### src/rtl/muldiv_unit.sv
// Iterative MULT/MULTU/DIV/DIVU sequencer owning the HI/LO pair, with MFHI/MFLO/MTHI/MTLO access and stall.
// Optional build macro MULDIV_EARLY_OUT_EN: multiply finishes as soon as the remaining multiplier bits are zero.
module muldiv_unit #(
    parameter int WIDTH = 32
) (
    input  logic             CLOCK,
    input  logic             RESET,
    input  logic             Start_IN,
    input  logic [1:0]       Op_IN,
    input  logic [WIDTH-1:0] OperandA_IN,
    input  logic [WIDTH-1:0] OperandB_IN,
    input  logic             ReadHiLo_IN,
    input  logic             ReadSelect_IN,
    input  logic             WriteHiLo_IN,
    input  logic             WriteSelect_IN,
    input  logic [WIDTH-1:0] WriteData_IN,
    output logic [WIDTH-1:0] HiLoData_OUT,
    output logic             Busy_OUT,
    output logic             Stall_OUT,
    output logic             DivByZero_OUT
);
    localparam int CNT_W = $clog2(WIDTH) + 1;
    localparam logic [CNT_W-1:0]   CNT_ZERO = {CNT_W{1'b0}};
    localparam logic [CNT_W-1:0]   CNT_ONE  = {{(CNT_W-1){1'b0}}, 1'b1};
    localparam logic [CNT_W-1:0]   CNT_LAST = CNT_W'(WIDTH - 1);
    localparam logic [WIDTH-1:0]   W_ZERO   = {WIDTH{1'b0}};
    localparam logic [WIDTH-1:0]   W_ONES   = {WIDTH{1'b1}};
    localparam logic [2*WIDTH-1:0] D_ZERO   = {(2*WIDTH){1'b0}};

    typedef enum logic [1:0] {
        ST_IDLE  = 2'b00,
        ST_MUL   = 2'b01,
        ST_DIV   = 2'b10,
        ST_FIXUP = 2'b11
    } state_t;

    state_t             state_r;
    state_t             state_nxt_s;
    logic               busy_r;
    logic               op_is_div_r;
    logic               neg_res_r;
    logic               neg_rem_r;
    logic               dbz_op_r;
    logic               dbz_flag_r;
    logic [CNT_W-1:0]   cnt_r;
    logic [2*WIDTH-1:0] acc_r;
    logic [2*WIDTH-1:0] aux_r;
    logic [WIDTH-1:0]   mplier_r;
    logic [WIDTH-1:0]   raw_a_r;
    logic [WIDTH-1:0]   hi_r;
    logic [WIDTH-1:0]   lo_r;

    logic               idle_s;
    logic               start_acc_s;
    logic               is_signed_s;
    logic               sign_a_s;
    logic               sign_b_s;
    logic               div_by_zero_s;
    logic [WIDTH-1:0]   mag_a_s;
    logic [WIDTH-1:0]   mag_b_s;
    logic [WIDTH-1:0]   mplier_shift_s;
    logic [2*WIDTH-1:0] mul_sum_s;
    logic               mul_done_s;
    logic [WIDTH:0]     div_part_s;
    logic               div_ge_s;
    logic [WIDTH-1:0]   div_sub_s;
    logic [2*WIDTH-1:0] div_next_s;
    logic [2*WIDTH-1:0] prod_s;
    logic [WIDTH-1:0]   quot_s;
    logic [WIDTH-1:0]   rem_s;
    logic [WIDTH-1:0]   fix_hi_s;
    logic [WIDTH-1:0]   fix_lo_s;

    assign idle_s        = (state_r == ST_IDLE);
    assign start_acc_s   = idle_s & Start_IN;
    assign is_signed_s   = ~Op_IN[0];
    assign sign_a_s      = is_signed_s & OperandA_IN[WIDTH-1];
    assign sign_b_s      = is_signed_s & OperandB_IN[WIDTH-1];
    assign mag_a_s       = sign_a_s ? (W_ZERO - OperandA_IN) : OperandA_IN;
    assign mag_b_s       = sign_b_s ? (W_ZERO - OperandB_IN) : OperandB_IN;
    assign div_by_zero_s = Op_IN[1] & (OperandB_IN == W_ZERO);

    // Multiply: add the left-shifting multiplicand whenever the current multiplier LSB is set.
    assign mplier_shift_s = {1'b0, mplier_r[WIDTH-1:1]};
    assign mul_sum_s      = mplier_r[0] ? (acc_r + aux_r) : acc_r;

`ifdef MULDIV_EARLY_OUT_EN
    assign mul_done_s = (cnt_r == CNT_LAST) | (mplier_shift_s == W_ZERO);
`else
    assign mul_done_s = (cnt_r == CNT_LAST);
`endif

    // Restoring divide: partial remainder needs one extra bit before the trial subtract.
    assign div_part_s = acc_r[2*WIDTH-1:WIDTH-1];
    assign div_ge_s   = (div_part_s >= {1'b0, aux_r[WIDTH-1:0]});
    assign div_sub_s  = div_part_s[WIDTH-1:0] - aux_r[WIDTH-1:0];
    assign div_next_s = div_ge_s ? {div_sub_s, acc_r[WIDTH-2:0], 1'b1}
                                 : {acc_r[2*WIDTH-2:0], 1'b0};

    assign prod_s = neg_res_r ? (D_ZERO - acc_r) : acc_r;
    assign quot_s = neg_res_r ? (W_ZERO - acc_r[WIDTH-1:0]) : acc_r[WIDTH-1:0];
    assign rem_s  = neg_rem_r ? (W_ZERO - acc_r[2*WIDTH-1:WIDTH]) : acc_r[2*WIDTH-1:WIDTH];

    // Select the values written into HI/LO when the operation retires.
    always_comb begin
        fix_hi_s = prod_s[2*WIDTH-1:WIDTH];
        fix_lo_s = prod_s[WIDTH-1:0];
        if (dbz_op_r) begin
            fix_hi_s = raw_a_r;
            fix_lo_s = W_ONES;
        end else if (op_is_div_r) begin
            fix_hi_s = rem_s;
            fix_lo_s = quot_s;
        end else begin
            fix_hi_s = prod_s[2*WIDTH-1:WIDTH];
            fix_lo_s = prod_s[WIDTH-1:0];
        end
    end

    // Next-state logic of the sequencer.
    always_comb begin
        state_nxt_s = state_r;
        case (state_r)
            ST_IDLE: begin
                if (!Start_IN) begin
                    state_nxt_s = ST_IDLE;
                end else if (!Op_IN[1]) begin
                    state_nxt_s = ST_MUL;
                end else if (div_by_zero_s) begin
                    state_nxt_s = ST_FIXUP;
                end else begin
                    state_nxt_s = ST_DIV;
                end
            end
            ST_MUL: begin
                if (mul_done_s) begin
                    state_nxt_s = ST_FIXUP;
                end else begin
                    state_nxt_s = ST_MUL;
                end
            end
            ST_DIV: begin
                if (cnt_r == CNT_LAST) begin
                    state_nxt_s = ST_FIXUP;
                end else begin
                    state_nxt_s = ST_DIV;
                end
            end
            ST_FIXUP: state_nxt_s = ST_IDLE;
            default:  state_nxt_s = ST_IDLE;
        endcase
    end

    // State register and registered busy indication.
    always_ff @(posedge CLOCK or negedge RESET) begin
        if (!RESET) begin
            state_r <= ST_IDLE;
            busy_r  <= 1'b0;
        end else begin
            state_r <= state_nxt_s;
            busy_r  <= (state_nxt_s != ST_IDLE);
        end
    end

    // Operand capture and per-cycle iteration datapath.
    always_ff @(posedge CLOCK or negedge RESET) begin
        if (!RESET) begin
            op_is_div_r <= 1'b0;
            neg_res_r   <= 1'b0;
            neg_rem_r   <= 1'b0;
            dbz_op_r    <= 1'b0;
            cnt_r       <= CNT_ZERO;
            acc_r       <= D_ZERO;
            aux_r       <= D_ZERO;
            mplier_r    <= W_ZERO;
            raw_a_r     <= W_ZERO;
        end else begin
            case (state_r)
                ST_IDLE: begin
                    if (Start_IN) begin
                        op_is_div_r <= Op_IN[1];
                        neg_res_r   <= sign_a_s ^ sign_b_s;
                        neg_rem_r   <= sign_a_s;
                        dbz_op_r    <= div_by_zero_s;
                        cnt_r       <= CNT_ZERO;
                        raw_a_r     <= OperandA_IN;
                        mplier_r    <= mag_b_s;
                        if (Op_IN[1]) begin
                            acc_r <= {W_ZERO, mag_a_s};
                            aux_r <= {W_ZERO, mag_b_s};
                        end else begin
                            acc_r <= D_ZERO;
                            aux_r <= {W_ZERO, mag_a_s};
                        end
                    end else begin
                        cnt_r <= cnt_r;
                    end
                end
                ST_MUL: begin
                    acc_r    <= mul_sum_s;
                    aux_r    <= {aux_r[2*WIDTH-2:0], 1'b0};
                    mplier_r <= mplier_shift_s;
                    cnt_r    <= cnt_r + CNT_ONE;
                end
                ST_DIV: begin
                    acc_r <= div_next_s;
                    cnt_r <= cnt_r + CNT_ONE;
                end
                default: begin
                    cnt_r <= cnt_r;
                end
            endcase
        end
    end

    // HI/LO register pair: MTHI/MTLO only while idle, result write on retirement.
    always_ff @(posedge CLOCK or negedge RESET) begin
        if (!RESET) begin
            hi_r <= W_ZERO;
            lo_r <= W_ZERO;
        end else if (idle_s && WriteHiLo_IN) begin
            if (WriteSelect_IN) begin
                hi_r <= WriteData_IN;
            end else begin
                lo_r <= WriteData_IN;
            end
        end else if (state_r == ST_FIXUP) begin
            hi_r <= fix_hi_s;
            lo_r <= fix_lo_s;
        end else begin
            hi_r <= hi_r;
            lo_r <= lo_r;
        end
    end

    // Sticky divide-by-zero flag, cleared whenever a new operation is accepted.
    always_ff @(posedge CLOCK or negedge RESET) begin
        if (!RESET) begin
            dbz_flag_r <= 1'b0;
        end else if (start_acc_s) begin
            dbz_flag_r <= 1'b0;
        end else if ((state_r == ST_FIXUP) && dbz_op_r) begin
            dbz_flag_r <= 1'b1;
        end else begin
            dbz_flag_r <= dbz_flag_r;
        end
    end

    assign HiLoData_OUT  = ReadSelect_IN ? hi_r : lo_r;
    assign Busy_OUT      = busy_r;
    assign Stall_OUT     = busy_r & (Start_IN | ReadHiLo_IN | WriteHiLo_IN);
    assign DivByZero_OUT = dbz_flag_r;

endmodule

### config.mk
export PLATFORM = sky130hd
export DESIGN_NAME = muldiv_unit
export DESIGN_NICKNAME = d
export VERILOG_FILES = /design/src/rtl/muldiv_unit.sv
export SDC_FILE = /design/constraint.sdc
export NUM_CORES = 1
export LEC_CHECK = 0
export BUFFER_PORTS_ARGS = -buffer_cell sky130_fd_sc_hd__buf_2
export CELL_PAD_IN_SITES_DETAIL_PLACEMENT = 1
export CELL_PAD_IN_SITES_GLOBAL_PLACEMENT = 1
export CORE_MARGIN = 2
export CORE_UTILIZATION = 51
export CTS_CLUSTER_DIAMETER = 120
export DETAILED_ROUTE_END_ITERATION = 10
export PLACE_DENSITY = 0.92
export SLEW_MARGIN = 20
export SYNTH_ARGS = -nofsm -noshare
export SYNTH_HDL_FRONTEND = slang
export SYNTH_SLANG_ARGS = --single-unit
export TNS_END_PERCENT = 30
### constraint.sdc
create_clock -name CLOCK -period 6.4 [get_ports CLOCK]
set_clock_uncertainty 0.05 [all_clocks]
set_input_delay 0.64 -clock CLOCK [delete_from_list [all_inputs] [get_ports CLOCK]]
set_output_delay 0.64 -clock CLOCK [all_outputs]
set_load 0.02 [all_outputs]
==> results.json <==
{
  "main_combinational_cell_family_by_area_after_synthesis": "compound AO/OA/AOI/OAI gates",
  "finalCritPeriodShare": 0.751,
  "synth-xor-area-share": 0.0841,
  "timing.final.hold_violations": 0,
  "asyncSetResetFlopFracSynth": 1.00,
  "ir_worst_vdd_mv": 0.379,
  "yosysUniqueCellTypes": 76,
  "worstMarginPinSlew_ns": 1.16,
  "grt_most_used_layer": "met2",
  "core_area_um2": 40800,
  "finalNetCount": 2809,
  "layout_min_cycle_time_ns": 4.81,
  "die_area_um2": 43100,
  "synth_fa_ha_area_frac": 0.0635,
  "initial_utilization": 0.518,
  "rsz0062_at_grt": "no",
  "tritoncts_num_sinks": 270,
  "fmax_ghz": 0.208,
  "power.clock.fraction": 0.161,
  "met3_usage": 0.119,
  "finalMaxSlewViolations": 0,
  "ys_seq_elements": 270,
  "clk_buf_depth": 3,
  "cellLeakagePower_nw": 10.3,
  "synth_compound_area_frac": 0.276,
  "launch_instance_of_the_worst_register_to_register_path": "acc_r[6]",
  "crit_required_ns": 6.75,
  "grt_util_all_layers": 0.430,
  "final_antenna_net_count": 0,
  "combPwrFrac": 0.603,
  "first_pass_iters": 6,
  "yosys_most_used_dff": "sky130_fd_sc_hd__dfrtp_1",
  "antenna_violations_before_repair": 3,
  "warnings_synthesis": 0,
  "grt.met1_usage": 0.574,
  "gp_routability_congestion": 1.04,
  "regToRegEndpoint": "hi_r[11]",
  "hp-class": "in2async",
  "cts.repair_timing.setup_buffer_count": 0,
  "synth.cell_area_um2": 21100,
  "placement.io_buffers": 139,
  "globalRouteOverflowTotal": 0,
  "clkTransAtPathRegs_ns": 0.07,
  "top_cells_by_area_in_the_synthesized_netlist": "sky130_fd_sc_hd__dfrtp_1, sky130_fd_sc_hd__ha_1, sky130_fd_sc_hd__o21ai_0",
  "ff2ff_path_depth": 9,
  "placed_cells": 3093,
  "cts_made_buffers": 35,
  "critPathCaptureType": "register",
  "first_pass_grt_wire_length_mm": 143,
  "ios": 140,
  "synthesized_instance_count": 2563,
  "final_antenna_diode_count": 0,
  "synth_top_cell_area_share": 0.320,
  "share_of_total_power_in_sequential_cells": 0.236,
  "synth_edf_count": 0,
  "netSwitchingFraction": 0.528,
  "drive_gt1_frac": 0.125,
  "clock-root-buffer": "sky130_fd_sc_hd__clkbuf_16",
  "cts_hold_repair.buffers": 0,
  "worst-r2r-setup-slack_ns": 1.59,
  "drt_drc_violations_left": 0,
  "global_route.usage.met2": 0.641,
  "worstPathCellList": "or4_1, or4_1, or3_1, o31ai_1, a21oi_1, a31oi_1, a31oi_1, xnor2_1, o21ai_0",
  "worst_path_max_delay_cell": "sky130_fd_sc_hd__xnor2_1",
  "finalSetupTns_ns": 0,
  "max-cap-violations": 0,
  "yosys.area_share.simple": 0.161,
  "setup_viol": 0,
  "synth_area_leader_cell": "sky130_fd_sc_hd__dfrtp_1",
  "cts_resized": 0,
  "mapped_avg_cell_area_um2": 8.25,
  "routed_wire_length_per_instance_um": 30.1,
  "timing.critical_path.slowest_cell_delay_ns": 0.77,
  "critPathKind": "reg2reg",
  "detail_route.vias_per_cell": 7.07,
  "hpwl_reported_at_the_end_of_detailed_placement_mm": 68.5,
  "clock_insertion_delay_at_the_later_pin_of_the_skew_report_ns": 0.60,
  "count_of_placed_standard_cells_in_the_final_layout_fillers_left_out": 3157,
  "htreeDepth": 2,
  "status": "finished, final reports clean",
  "synth.area.mux_share": 0.0534,
  "post_synthesis_sequential_area_ratio": 0.320,
  "drtIter0Drc": 2664,
  "die-height_um": 208,
  "std_cell_rows": 74,
  "grt_pass1_vias": 22700,
  "crit_arrival_ns": 5.16,
  "cellInternalPower_mw": 6.40,
  "syn_to_layout_area_delta_pct": 10.6,
  "tritoncts": "built",
  "drt-total-wl_mm": 94.9,
  "die_w_um": 208,
  "total_switching_power_mw": 7.14,
  "largest_net_degree_at_the_start_of_global_routing": 149,
  "via_count": 22300,
  "synth.net_count": 2774,
  "layout_commonest_cell": "sky130_fd_sc_hd__dfrtp_1",
  "timing.critical_path.fanout_max": 9,
  "timing.max_slew.rel_slack": 0.228,
  "power-per-cell-area_nw_per_um2": 579,
  "layout.cells.most_common_list": "sky130_fd_sc_hd__dfrtp_1, sky130_fd_sc_hd__nand2_1, sky130_fd_sc_hd__o21ai_0",
  "worst_setup_path_start_kind": "register"
}
## cells in the mapped netlist (all sizes together), types with 22 or more instances
library cell	instances
nand3	42
mux2i	34
xor2	73
a22o	36
a21o	54
nor3	38
a21oi	232
nand2b	22
a211oi	44
mux2	70
xnor2	130
a31oi	25
a221oi	35
o21ai	249
dfrtp	270
ha	104
inv	71
o31ai	23
a22oi	31
o22ai	45
or3	26
and3	22
clkbuf	154
nor2	216
nand2	241
nand4	32
## power by group through the flow
stage | Combinational [mW] | Clock (mW) | Sequential (mW)
finish | 8.17 | 2.18 | 3.20
global route | 8.65 | 2.23 | 3.24
CTS | 7.85 | 2.18 | 3.15
detailed placement | 7.69 | 0 | 3.15
global placement | 7.42 | 0 | 3.06
floorplan | 5.33 | 0 | 2.83
## cell type report
cell class                      instances  area [µm²]
Clock buffer                           47         961
Clock inverter                         17         255
Fill cell                            4880       17500
Inverter                               72         270
Multi-Input combinational cell       2054       13500
Sequential cell                       270        6760
Tap cell                              532         666
Timing Repair Buffer                  165         913
## sequential cells by signal (all words and copies together) (netlist names)
signal and cells:
hi_r 32, neg_res_r 1, aux_r 64, dbz_op_r 1
mplier_r 32, acc_r 64, Busy_OUT 1, op_is_div_r 1
cnt_r 6, neg_rem_r 1, lo_r 32, raw_a_r 32
state_r 2, DivByZero_OUT 1
## worst max-delay path, delay by kind of cell, from the launching register on
| family | cells | cell delay, ns |
|---|---|---|
| AND/OR/NAND/NOR | 3 | 1.95 |
| AO/OA/AOI/OAI | 5 | 1.39 |
| XOR/XNOR | 1 | 0.77 |
| flip-flops | 1 | 0.45 |
## kinds of logic after synthesis
logic type,count (synthesis)
buffers and inverters,239
multiplexers,104
AND/OR/NAND/NOR,729
adder cells (fa/ha/maj),106
flip-flops,270
XOR/XNOR,203
AO/OA/AOI/OAI,912
## worst max path at each step
stage | startpoint | slack, ns | cells past startpoint | end
after global routing | acc_r[0] | 1.54 | 13 | acc_r[50]
after CTS | acc_r[0] | 1.96 | 14 | acc_r[60]
final | acc_r[6] | 1.59 | 9 | hi_r[11]
after global placement | aux_r[8] | 2.06 | 13 | acc_r[52]
after floorplan | OperandB_IN[11] | 2.93 | 9 | mplier_r[26]
after detailed placement | aux_r[8] | 2.01 | 13 | acc_r[52]
## metal layers
metal | part of all wire | wire, µm | vias up
met5 | 0.00036 | 34 | -
met4 | 0.054 | 5160 | 6
met3 | 0.11 | 10600 | 280
met2 | 0.43 | 40700 | 1316
met1 | 0.41 | 38500 | 11200
li1 | - | - | 9516
## metrics by stage
step / hold WS (ns) / setup slack, ns / total power [mW] / area [µm²] / util
detailed placement: 0.415 / 2.01 / 10.8 / 22100 / 0.542
finish: 0.0501 / 1.59 / 13.5 / 23400 / 0.572
floorplan: 0.294 / 2.93 / 8.16 / 21100 / -
global placement: 0.407 / 2.06 / 10.5 / 22100 / 0.542
global route: 0.186 / 1.54 / 14.1 / 23400 / 0.572
CTS: 0.133 / 1.96 / 13.2 / 23400 / 0.572
No activity file was read; power rests on OpenSTA's default activity.
